`src/rtl/clk_div_ctrl.sv`:
```
// Programmable integer clock divider with glitch-free ratio changes.
// The output is a posedge term ORed with a negedge term, which gives near-50% duty for odd ratios.
module clk_div_ctrl #(
    parameter int CNT_W       = 8,
    parameter int DEFAULT_DIV = 9
) (
    input  logic             freq_src_clk,
    input  logic             reset,
    input  logic             enable,
    input  logic             cfg_valid,
    input  logic [CNT_W-1:0] cfg_div,
    output logic             cfg_ready,
    output logic             cfg_err,
    output logic             freq_new_clk,
    output logic             tick,
    output logic [CNT_W-1:0] div_active,
    output logic             busy
);

    typedef enum logic [1:0] {
        IDLE = 2'd0,
        RUN  = 2'd1,
        PEND = 2'd2,
        STOP = 2'd3
    } state_t;

    localparam logic [CNT_W-1:0] ONE = CNT_W'(1);
    localparam logic [CNT_W-1:0] TWO = CNT_W'(2);

    state_t           state_q, state_d;
    logic [CNT_W-1:0] count_q, count_d;
    logic [CNT_W-1:0] div_q, div_d;
    logic [CNT_W-1:0] pend_q, pend_d;
    logic             pos_q, pos_d;
    logic             neg_q;
    logic             err_q, err_d;
    logic             tick_q, tick_d;

    logic             cfgXfer;
    logic             cfgLegal;
    logic             lastCount;
    logic [CNT_W-1:0] countNext;
    logic [CNT_W-1:0] halfDiv;

    assign cfg_ready = (state_q != PEND);
    assign cfgXfer   = cfg_valid && cfg_ready;
    assign cfgLegal  = (cfg_div >= TWO);
    // The wrap point always uses the active ratio, so a pending ratio cannot cut a period short.
    assign lastCount = (count_q == (div_q - ONE));
    assign countNext = lastCount ? '0 : (count_q + ONE);
    assign halfDiv   = div_q >> 1;

    always_comb begin
        state_d = state_q;
        count_d = count_q;
        div_d   = div_q;
        pend_d  = pend_q;
        err_d   = cfgXfer && !cfgLegal;
        pos_d   = (state_q != IDLE) && (count_q < halfDiv);
        tick_d  = (state_q != IDLE) && (count_q == '0);

        case (state_q)
            IDLE: begin
                count_d = '0;
                if (cfgXfer && cfgLegal) begin
                    div_d = cfg_div;
                end
                if (enable) begin
                    state_d = RUN;
                end
            end
            RUN: begin
                count_d = countNext;
                if (cfgXfer && cfgLegal) begin
                    pend_d  = cfg_div;
                    state_d = PEND;
                end else if (!enable) begin
                    state_d = lastCount ? IDLE : STOP;
                end
            end
            PEND: begin
                count_d = countNext;
                // Switching the ratio on the wrap edge keeps every pulse full length.
                if (lastCount) begin
                    div_d   = pend_q;
                    state_d = enable ? RUN : IDLE;
                end
            end
            STOP: begin
                count_d = countNext;
                if (cfgXfer && cfgLegal) begin
                    pend_d  = cfg_div;
                    state_d = PEND;
                end else if (enable) begin
                    state_d = RUN;
                end else if (lastCount) begin
                    state_d = IDLE;
                end
            end
            default: begin
                state_d = IDLE;
                count_d = '0;
            end
        endcase
    end

    always_ff @(posedge freq_src_clk) begin
        if (reset) begin
            state_q <= IDLE;
            count_q <= '0;
            div_q   <= CNT_W'(DEFAULT_DIV);
            pend_q  <= '0;
            pos_q   <= 1'b0;
            err_q   <= 1'b0;
            tick_q  <= 1'b0;
        end else begin
            state_q <= state_d;
            count_q <= count_d;
            div_q   <= div_d;
            pend_q  <= pend_d;
            pos_q   <= pos_d;
            err_q   <= err_d;
            tick_q  <= tick_d;
        end
    end

    // Half-cycle extension of the high phase, only for odd ratios.
    always_ff @(negedge freq_src_clk) begin
        if (reset) begin
            neg_q <= 1'b0;
        end else begin
            neg_q <= pos_q && div_q[0];
        end
    end

    assign freq_new_clk = pos_q | neg_q;
    assign cfg_err      = err_q;
    assign tick         = tick_q;
    assign div_active   = div_q;
    assign busy         = (state_q != IDLE);

endmodule

```
`config.mk`:
```
export PLATFORM = sky130hd
export DESIGN_NAME = clk_div_ctrl
export DESIGN_NICKNAME = d
export VERILOG_FILES = /design/src/rtl/clk_div_ctrl.sv
export SDC_FILE = /design/constraint.sdc
export NUM_CORES = 1
export LEC_CHECK = 0
export BUFFER_PORTS_ARGS = -buffer_cell sky130_fd_sc_hd__buf_2
export CAP_MARGIN = 20
export CORE_ASPECT_RATIO = 1.5
export CORE_MARGIN = 4
export CORE_UTILIZATION = 56
export DETAILED_ROUTE_END_ITERATION = 6
export PLACE_DENSITY = 0.82
export SYNTH_ARGS = -nofsm -noshare
export SYNTH_HDL_FRONTEND = slang
export SYNTH_SLANG_ARGS = --single-unit
export TNS_END_PERCENT = 10
```
`constraint.sdc`:
```
create_clock -name freq_src_clk -period 2.61 [get_ports freq_src_clk]
set_input_delay 0.261 -clock freq_src_clk [delete_from_list [all_inputs] [get_ports freq_src_clk]]
set_output_delay 0.261 -clock freq_src_clk [all_outputs]
set_load 0.01 [all_outputs]
```
# == Word-level counts from Yosys, hierarchy flattened ==
# Index checks and enable logic that the tools add are counted.
# word_totals
regBits,30
inputBits,12
out_inout_bits,13
elab_cells,54
# op_classes
n_addsub,2
magnitude_cmp,2
eq_ne,10
muxes,15
n_bitwise,1
n_reduce_logical,16
# ops
operator,n
$pmux W8 S2,2
$mux W8,3
$mux W2,8
$add A8 B1 Y8 const B,1
$eq A8 B8 Y1,1
$ge A8 B2 Y1 const B,1
$logic_not A8 Y1,1
$lt A8 B7 Y1,1
$ne A2 B2 Y1 const B,4
$pmux W2 S4,1
$sub A8 B1 Y8 const B,1
$logic_and A1 B1 Y1,6
$eq A2 B2 Y1 const B,2
$ne A4 B4 Y1 const B,1
$reduce_and A4 Y1,1
$reduce_bool A2 Y1,2
$ne A3 B3 Y1 const B,1
$reduce_and A3 Y1,1
$reduce_or A3 Y1,1
$eq A2 B1 Y1 const B,1
$logic_not A2 Y1,1
$reduce_and A2 Y1,1
$reduce_or A2 Y1,1
$logic_not A1 Y1,1
other kinds (2),2

# == Depth between registers and ports, before layout ==
# Gate-level depths: netlist of run 1.
# logic_depth
word_depth,6
depth_mapped,10

==> metrics.log, run 1 <==
INFO  metric ys_ff_latch = 30
INFO  metric tritoncts_clock_tree = done
INFO  metric yosysSeqAreaShare = 35.4%
INFO  metric path_clk_slew = 0.06 ns
INFO  metric timing.critical_path.slowest_cell_delay = 0.28 ns
INFO  metric synthToLayoutAreaGrowth = 14.7%
INFO  metric grt_antenna_before_repair = 0
INFO  metric design.core.area = 0.00291 mm²
INFO  metric grt_start_max_net_pins = 19
INFO  metric worst_setup_path_end_kind = primary output
INFO  metric commonest_cells_after_routing_fill_and_taps_aside = 29 x sky130_fd_sc_hd__dfxtp_1, 23 x sky130_fd_sc_hd__a21oi_1, 23 x sky130_fd_sc_hd__buf_2
INFO  metric comb_power_share = 22.3%
INFO  metric clock_tree.root_cell = sky130_fd_sc_hd__clkbuf_8
INFO  metric syn_nets = 230
INFO  metric post-route-drc-count = 0
INFO  metric syn_inst = 209
INFO  metric vias_post_dr = 1551
INFO  metric critPathSlowestCell = sky130_fd_sc_hd__dfxtp_1
INFO  metric crit_path_max_fanout = 1
INFO  metric finish.net_count = 252
INFO  metric hold-path-cell-count = 2
INFO  metric initial_utilization = 58.2%
INFO  metric cellInternalPower = 851 µW
INFO  metric swShare = 30.5%
INFO  metric first_iter_violations = 37
INFO  metric yosys_warnings = 0
INFO  metric die-area = 0.00399 mm²
INFO  metric share_seq_of_total_power = 44.2%
INFO  metric critical_path.reg2reg.startpoint = div_active[1]
INFO  metric hold_removal_path_class = in -> reg
INFO  metric tns = 0 ns
INFO  metric worst-endpoint-required = 2.35 ns
INFO  metric n_antenna_cell = 0
INFO  metric detail_route.wl_per_cell = 14.6 µm
INFO  metric hp-start = reset
INFO  metric ir_worst_vdd = 397 µV
INFO  metric die_w = 52.9 µm
INFO  metric endpoints_failing_setup = 0
INFO  metric yosys.cell_types.count = 39
INFO  metric clock_path_buffers = 2
INFO  metric rrSetupSlack = 0.15 ns
INFO  metric final_max_slew_viol_count = 0
INFO  metric power.leakage = 0.000831 µW
INFO  metric min_delay_worst_endpoint = pend_q[0]
INFO  metric post_route_cells_drive_above_1_share = 18.1%
INFO  metric route.final.wire_length = 3970 µm
INFO  metric cts_buffers = 5
INFO  metric power.share.clock = 33.5%
INFO  metric grt_first_pass_wirelength = 6890 µm
INFO  metric layout.filler_cells = 270
INFO  metric overflow = 0
INFO  metric run_status = finished clean
INFO  metric placementRows = 24
INFO  metric drt_pass1_iterations = 4
INFO  metric critical_path_class = reg -> out
INFO  metric ctsHtreeMaxLevel = 2
INFO  metric routed_via_density = 5.72
INFO  metric numClockSinks = 30
INFO  metric pin_count = 25
INFO  metric post_cts_buffers = 0
INFO  metric grt.total_usage = 23.4%
INFO  metric timing.slew.headroom = 61.0%
INFO  metric die_height = 75.4 µm
INFO  metric setup_repair_after_global_routing_missed_its_margin = no
INFO  metric via_count_of_the_first_global_routing_pass = 1486
INFO  metric post-layout-total-power = 1230 µW
INFO  metric worst_clock_skew = 0.0519 ns
INFO  metric postSynthAreaPerCell = 8.12 µm²
INFO  metric ant_nets = 0
INFO  metric hold_viol = 0
INFO  metric power.switching = 374 µW
INFO  metric routabilityCongestion = 0.939
INFO  metric place.port_buffers = 24
INFO  metric critical_path.cell_chain = or2_4 -> buf_6
INFO  metric max_cap_viol_count = 0
INFO  metric critical_path.startpoint_type = register
INFO  metric worst_skew_pair.late_latency = 0.33 ns
INFO  metric powerDensity = 630 mW/mm²
INFO  metric tightest_slew = 0.583 ns
INFO  metric layout.cells.most_common = sky130_fd_sc_hd__dfxtp_1
INFO  metric rr_endpoint = div_active[4]
INFO  metric post_synth_instance_area = 0.00170 mm²
INFO  metric worst_r2r_path_depth = 10
INFO  metric arrival = 2.25 ns
INFO  metric dpl.hpwl = 3010 µm
synth_stat cells:
cell type | n | share of area (%)
sky130_fd_sc_hd__buf_2 | 1 | 0.29
sky130_fd_sc_hd__dfxtp_1 | 30 | 35
sky130_fd_sc_hd__mux2i_1 | 4 | 2.4
sky130_fd_sc_hd__and3b_1 | 1 | 0.52
sky130_fd_sc_hd__nand4_1 | 1 | 0.37
sky130_fd_sc_hd__nor4b_1 | 1 | 0.52
sky130_fd_sc_hd__a22oi_1 | 2 | 0.88
sky130_fd_sc_hd__ha_1 | 9 | 6.6
sky130_fd_sc_hd__nand3b_1 | 1 | 0.44
sky130_fd_sc_hd__nor4_1 | 4 | 1.5
sky130_fd_sc_hd__or4_4 | 1 | 0.66
sky130_fd_sc_hd__buf_6 | 1 | 0.66
sky130_fd_sc_hd__o21ai_0 | 2 | 0.59
sky130_fd_sc_hd__nand3_1 | 12 | 3.5
sky130_fd_sc_hd__o21ai_1 | 1 | 0.29
sky130_fd_sc_hd__or4_1 | 1 | 0.44
sky130_fd_sc_hd__nand2b_1 | 1 | 0.37
sky130_fd_sc_hd__and2_1 | 1 | 0.37
sky130_fd_sc_hd__or2_2 | 3 | 1.1
sky130_fd_sc_hd__nor2b_1 | 2 | 0.74
sky130_fd_sc_hd__a311oi_2 | 1 | 0.88
sky130_fd_sc_hd__nor3b_1 | 2 | 0.88
sky130_fd_sc_hd__or3_1 | 1 | 0.37
sky130_fd_sc_hd__a211oi_1 | 12 | 5.3
sky130_fd_sc_hd__nor2_2 | 1 | 0.37
sky130_fd_sc_hd__and2_4 | 1 | 0.52
sky130_fd_sc_hd__a21oi_1 | 23 | 6.8
sky130_fd_sc_hd__clkbuf_1 | 9 | 2.0
sky130_fd_sc_hd__nor2_1 | 18 | 4.0
sky130_fd_sc_hd__and3_1 | 3 | 1.1
sky130_fd_sc_hd__nand2_1 | 13 | 2.9
sky130_fd_sc_hd__xnor2_1 | 8 | 4.1
sky130_fd_sc_hd__xor2_1 | 7 | 3.6
sky130_fd_sc_hd__nor3_1 | 5 | 1.5
sky130_fd_sc_hd__a32oi_1 | 2 | 1.0
sky130_fd_sc_hd__a21o_1 | 5 | 2.2
sky130_fd_sc_hd__inv_1 | 16 | 3.5
sky130_fd_sc_hd__o211ai_1 | 2 | 0.88
sky130_fd_sc_hd__o22ai_1 | 1 | 0.37
worst max-delay path, delay by kind of cell, from the launching register on:
family | cells | cell delay [ns]
and+or+nand+nor | 1 | 0.22
buffers and inverters | 1 | 0.12
DFF | 1 | 0.28
layout make-up:
type	count	area, µm²	share of cell area [%]
multi-input combinational	152	993	51.1
timing repair buffer	26	141	7.27
tap	39	48.8	2.51
clock buffer	7	96.3	4.95
sequential	30	602	30.9
clock inverter	2	7.51	0.386
inverter	15	56.3	2.89
through the flow:
| step | utilization (%) | instances | area (µm²) | hold WS, ns | setup slack, ns |
|---|---|---|---|---|---|
| global placement | 62.8 | 263 | 1830 | 0.442 | 0.289 |
| global route | 66.8 | 271 | 1950 | 0.210 | 0.000156 |
| finish | 66.8 | 271 | 1950 | 0.211 | 0.0944 |
| floorplan | - | 209 | 1700 | 0.408 | 0.339 |
| detailed placement | 62.8 | 263 | 1830 | 0.452 | 0.136 |
| CTS | 66.3 | 271 | 1930 | 0.207 | 0.0334 |
what timing repair did:
item | CTS | global route
endpoints found under the setup margin | 0 | 6
gates resized for setup | 0 | 4
hold buffers | 0 | 0
layer usage:
layer | wire, µm | up-vias | GRT usage (%)
li1 | - | 780 | -
met1 | 1540 | 719 | 26.6
met2 | 2170 | 41 | 38.5
met3 | 158 | 11 | 7.83
met4 | 103 | 0 | 12.2
met5 | 0 | - | 0
flip-flops by register name, indices dropped and copies added, names as in the netlist:
signal,cells
cfg_err,1
count_q,8
div_active,8
neg_q,1
pend_q,8
pos_q,1
state_q,2
tick,1
logic make-up after synthesis:
| logic type | after synthesis | synth area share (%) |
|---|---|---|
| flip-flops | 30 | 35.4 |
| buffers and inverters | 27 | 6.49 |
| XOR/XNOR | 15 | 7.74 |
| AO/OA/AOI/OAI | 51 | 19.2 |
| adder cells (fa/ha/maj) | 9 | 6.64 |
| AND/OR/NAND/NOR | 73 | 22.1 |
| multiplexers | 4 | 2.36 |
worst max path at each step:
stage	startpoint	to	slack [ns]	cells after the start
after floorplan	div_active[0]	div_active[0]	0.34	9
after global placement	div_active[1]	div_active[6]	0.29	10
after detailed placement	div_active[1]	div_active[4]	0.14	10
after CTS	neg_q	freq_new_clk	0.03	2
after global routing	div_active[1]	div_active[4]	0.0002	10
final	neg_q	freq_new_clk	0.09	2
power by group through the flow:
stage / Clock, µW / Sequential [µW] / Combinational (µW)
after global placement: 4.80 / 547 / 262
after floorplan: 4.80 / 536 / 196
after CTS: 419 / 539 / 268
after global routing: 453 / 547 / 306
after detailed placement: 4.80 / 549 / 266
final: 411 / 541 / 273
No activity file was read; power rests on OpenSTA's default activity.
==> run 2: changes to the inputs <==
--- a/config.mk
+++ b/config.mk
@@ -5,7 +5,8 @@
 export SDC_FILE = /design/constraint.sdc
 export NUM_CORES = 1
 export LEC_CHECK = 0
-export BUFFER_PORTS_ARGS = -buffer_cell sky130_fd_sc_hd__buf_2
+export ABC_AREA = 1
+export BUFFER_PORTS_ARGS = -buffer_cell sky130_fd_sc_hd__clkbuf_2
 export CAP_MARGIN = 20
 export CORE_ASPECT_RATIO = 1.5
 export CORE_MARGIN = 4
==> metrics.log, run 2 <==
INFO  metric run_status = finished clean
INFO  metric comb_power_share = 45.5% (+23 points)
INFO  metric first_iter_violations = 42 (+14%)
INFO  metric drt_pass1_iterations = 4 (unchanged)
INFO  metric power.leakage = 0.000935 µW (+13%)
INFO  metric ctsHtreeMaxLevel = 2 (unchanged)
INFO  metric worst_r2r_path_depth = 12 (+2)
INFO  metric synthFlopType = sky130_fd_sc_hd__dfxtp_1
INFO  metric power.share.clock = 20.3% (-13 points)
INFO  metric hold-path-cell-count = 3 (+1)
INFO  metric initial_utilization = 59.8% (+1.5 points)
INFO  metric place.port_buffers = 24 (unchanged)
INFO  metric ys_ff_latch = 30 (unchanged)
INFO  metric hp-start = cfg_valid
INFO  metric rr_endpoint = count_q[0]
INFO  metric n_antenna_cell = 0 (unchanged)
INFO  metric critical_path_class = reg -> out
INFO  metric critical_path.cell_chain = or2_4 -> buf_6
INFO  metric total_met3_wirelength_after_detailed_routing = 144 µm (-8.9%)
INFO  metric synth_enable_flop_cells = 0 (unchanged)
INFO  metric numClockSinks = 30 (unchanged)
INFO  metric layout.filler_cells = 260 (-3.7%)
INFO  metric overflow = 0 (unchanged)
INFO  metric worst-endpoint-required = 2.35 ns (about the same)
INFO  metric design.core.area = 0.00297 mm² (+2.1%)
INFO  metric yosysSeqAreaShare = 33.8% (-1.6 points)
INFO  metric post-route-drc-count = 0 (unchanged)
INFO  metric layout.cells.most_common = sky130_fd_sc_hd__nand2_1
INFO  metric post-layout-total-power = 1890 µW (+54%)
INFO  metric grt_antenna_before_repair = 0 (unchanged)
INFO  metric timing.critical_path.slowest_cell_delay = 0.28 ns (about the same)
INFO  metric yosys_warnings = 0 (unchanged)
INFO  metric worst_setup_path_end_kind = primary output
INFO  metric synthToLayoutAreaGrowth = 13.3%
INFO  metric die_height = 77.0 µm (+2.1%)
INFO  metric detail_route.wl_per_cell = 11.8 µm (-20%)
INFO  metric crit_path_max_fanout = 1 (unchanged)
INFO  metric netlist_top_cells_area = sky130_fd_sc_hd__dfxtp_1 34%, sky130_fd_sc_hd__nand2_1 11%, sky130_fd_sc_hd__inv_1 6.8%
INFO  metric clock_tree.root_cell = sky130_fd_sc_hd__clkbuf_8
INFO  metric vias_post_dr = 1675 (+8.0%)
INFO  metric ir_worst_vdd = 595 µV (+50%)
INFO  metric cellInternalPower = 1080 µW (+27%)
INFO  metric resize_count_post_cts = 0 (unchanged)
INFO  metric route.final.wire_length = 3810 µm (-4.1%)
INFO  metric critical_path.reg2reg.startpoint = div_active[0]
INFO  metric critical_path.startpoint_type = register
INFO  metric timing.slew.headroom = 75.0% (+14 points)
INFO  metric routed_via_density = 5.19 (-9.4%)
INFO  metric tns = 0 ns (unchanged)
INFO  metric grt.total_usage = 20.9% (-2.5 points)
INFO  metric topRoutingLayerUsed = met4
INFO  metric wl_met1 = 1460 µm (-5.1%)
INFO  metric commonest_cells_after_routing_fill_and_taps_aside = 54 x sky130_fd_sc_hd__nand2_1, 32 x sky130_fd_sc_hd__inv_1, 31 x sky130_fd_sc_hd__nor2_1
INFO  metric holdBufCountCts = 0 (unchanged)
INFO  metric setup_repair_after_global_routing_missed_its_margin = no
INFO  metric worst_skew_pair.late_latency = 0.33 ns (about the same)
INFO  metric critPathSlowestCell = sky130_fd_sc_hd__dfxtp_1
INFO  metric hold_viol = 0 (unchanged)
INFO  metric crit_start = neg_q
INFO  metric post_route_cells_drive_above_1_share = 16.5% (-1.6 points)
INFO  metric cts_buffers = 5 (unchanged)
INFO  metric powerDensity = 940 mW/mm² (+49%)
INFO  metric worst_clock_skew = 0.0603 ns (+0.00837 ns)
INFO  metric synth-async-reset-ratio = 0% (unchanged)
INFO  metric dpl.hpwl = 2980 µm (-0.90%)
INFO  metric endpoints_failing_setup = 0 (unchanged)
INFO  metric pin_count = 25 (unchanged)
INFO  metric share_seq_of_total_power = 34.1% (-10 points)
INFO  metric syn_nets = 277 (+20%)
INFO  metric synth.most_common_cell = sky130_fd_sc_hd__nand2_1
INFO  metric yosys.cell_types.count = 29 (-26%)
INFO  metric grt_start_max_net_pins = 15 (-4)
INFO  metric post_cts_buffers = 0 (unchanged)
INFO  metric die-area = 0.00416 mm² (+4.1%)
INFO  metric swShare = 42.8% (+12 points)
INFO  metric grt_first_pass_wirelength = 6670 µm (-3.2%)
INFO  metric clock_path_buffers = 2 (unchanged)
INFO  metric ant_nets = 0 (unchanged)
INFO  metric postSynthAreaPerCell = 6.94 µm² (-15%)
INFO  metric hold_removal_path_class = in -> reg
INFO  metric die_w = 54.0 µm (+2.0%)
INFO  metric rrSetupSlack = 0.57 ns (+0.42 ns)
INFO  metric max_cap_viol_count = 0 (unchanged)
INFO  metric post_synth_instance_area = 0.00178 mm² (+4.7%)
INFO  metric syn_inst = 256 (+22%)
INFO  metric path_clk_slew = 0.07 ns (about the same)
INFO  metric arrival = 2.25 ns (about the same)
INFO  metric min_delay_worst_endpoint = cfg_err
INFO  metric tightest_slew = 0.365 ns (-0.218 ns)
INFO  metric wl_met2 = 2100 µm (-2.9%)
INFO  metric netlist.area_leader.share = 33.8% (-1.6 points)
INFO  metric via_count_of_the_first_global_routing_pass = 1640 (+10%)
INFO  metric finish.net_count = 304 (+21%)
INFO  metric synth_top_cells_by_count = 54 x sky130_fd_sc_hd__nand2_1, 32 x sky130_fd_sc_hd__inv_1, 31 x sky130_fd_sc_hd__nor2_1
INFO  metric routabilityCongestion = 0.881 (-6.3%)
INFO  metric final_max_slew_viol_count = 0 (unchanged)
INFO  metric placementRows = 24 (unchanged)
INFO  metric yosys.area.top_type = sky130_fd_sc_hd__dfxtp_1
INFO  metric power.switching = 810 µW (+120%)
INFO  metric tritoncts_clock_tree = done
run 2: cell count changes in the layout (fill, tap and decap cells not counted), sizes merged, moves of 5 or more:
| cell | previous run | this run |
|---|---|---|
| a21o | 5 | 0 |
| nand2 | 13 | 57 |
| nor2 | 19 | 36 |
| a211oi | 12 | 0 |
| inv | 16 | 35 |
| o21ai | 3 | 20 |
| clkbuf | 7 | 30 |
| nand3 | 12 | 21 |
| buf | 26 | 1 |
run 2: critical path: cells and delay by family (launching register included):
| family | cells | cell delay [ns] |
|---|---|---|
| and+or+nand+nor | 1 | 0.22 |
| buffers and inverters | 1 | 0.12 |
| DFF | 1 | 0.28 |
run 2: layout make-up:
cell class | count | area [µm²] | share of cell area [%]
clock buffer | 7 | 86.3 | 4.29
timing repair buffer | 24 | 126 | 6.28
inverter | 34 | 128 | 6.34
tap | 39 | 48.8 | 2.42
clock inverter | 2 | 8.76 | 0.435
multi-input combinational | 187 | 1010 | 50.4
sequential | 30 | 601 | 29.8
run 2: routing by layer:
layer	GRT usage [%]	vias to the layer above
met2	38.5	34
met4	9.73	0
met5	0	-
met3	4.26	10
met1	21.0	754
li1	-	877
run 2: worst max path at each step:
stage,end,slack (ns)
after global routing,freq_new_clk,0.03
after CTS,freq_new_clk,0.04
after global placement,freq_new_clk,0.39
final,freq_new_clk,0.1
after detailed placement,freq_new_clk,0.39
after floorplan,freq_new_clk,0.48
run 2: power by group through the flow:
stage	logic (µW)	registers (µW)	clock network, µW
floorplan	648	650	4.80
global placement	821	651	4.80
detailed placement	840	656	4.80
CTS	847	646	391
global route	980	659	419
finish	862	646	385
run 2: cells by family after synthesis:
family                   count (synthesis)  synth area share, %
buffers and inverters                   39                 9.22
AO/OA/AOI/OAI                           46                 13.7
AND/OR/NAND/NOR                        123                 32.5
flip-flops                              30                 33.8
adder cells (fa/ha/maj)                  9                 6.34
XOR/XNOR                                 9                 4.44
run 2: per-stage QoR:
stage	util (%)	std cells	setup slack (ns)	cell area (µm²)	hold slack, ns
after floorplan	-	256	0.484	1780	0.340
after global placement	64.4	315	0.391	1910	0.433
after detailed placement	64.4	315	0.388	1910	0.441
after CTS	67.4	323	0.0423	2000	0.209
after global routing	67.7	323	0.0335	2010	0.245
final	67.7	323	0.0969	2010	0.216
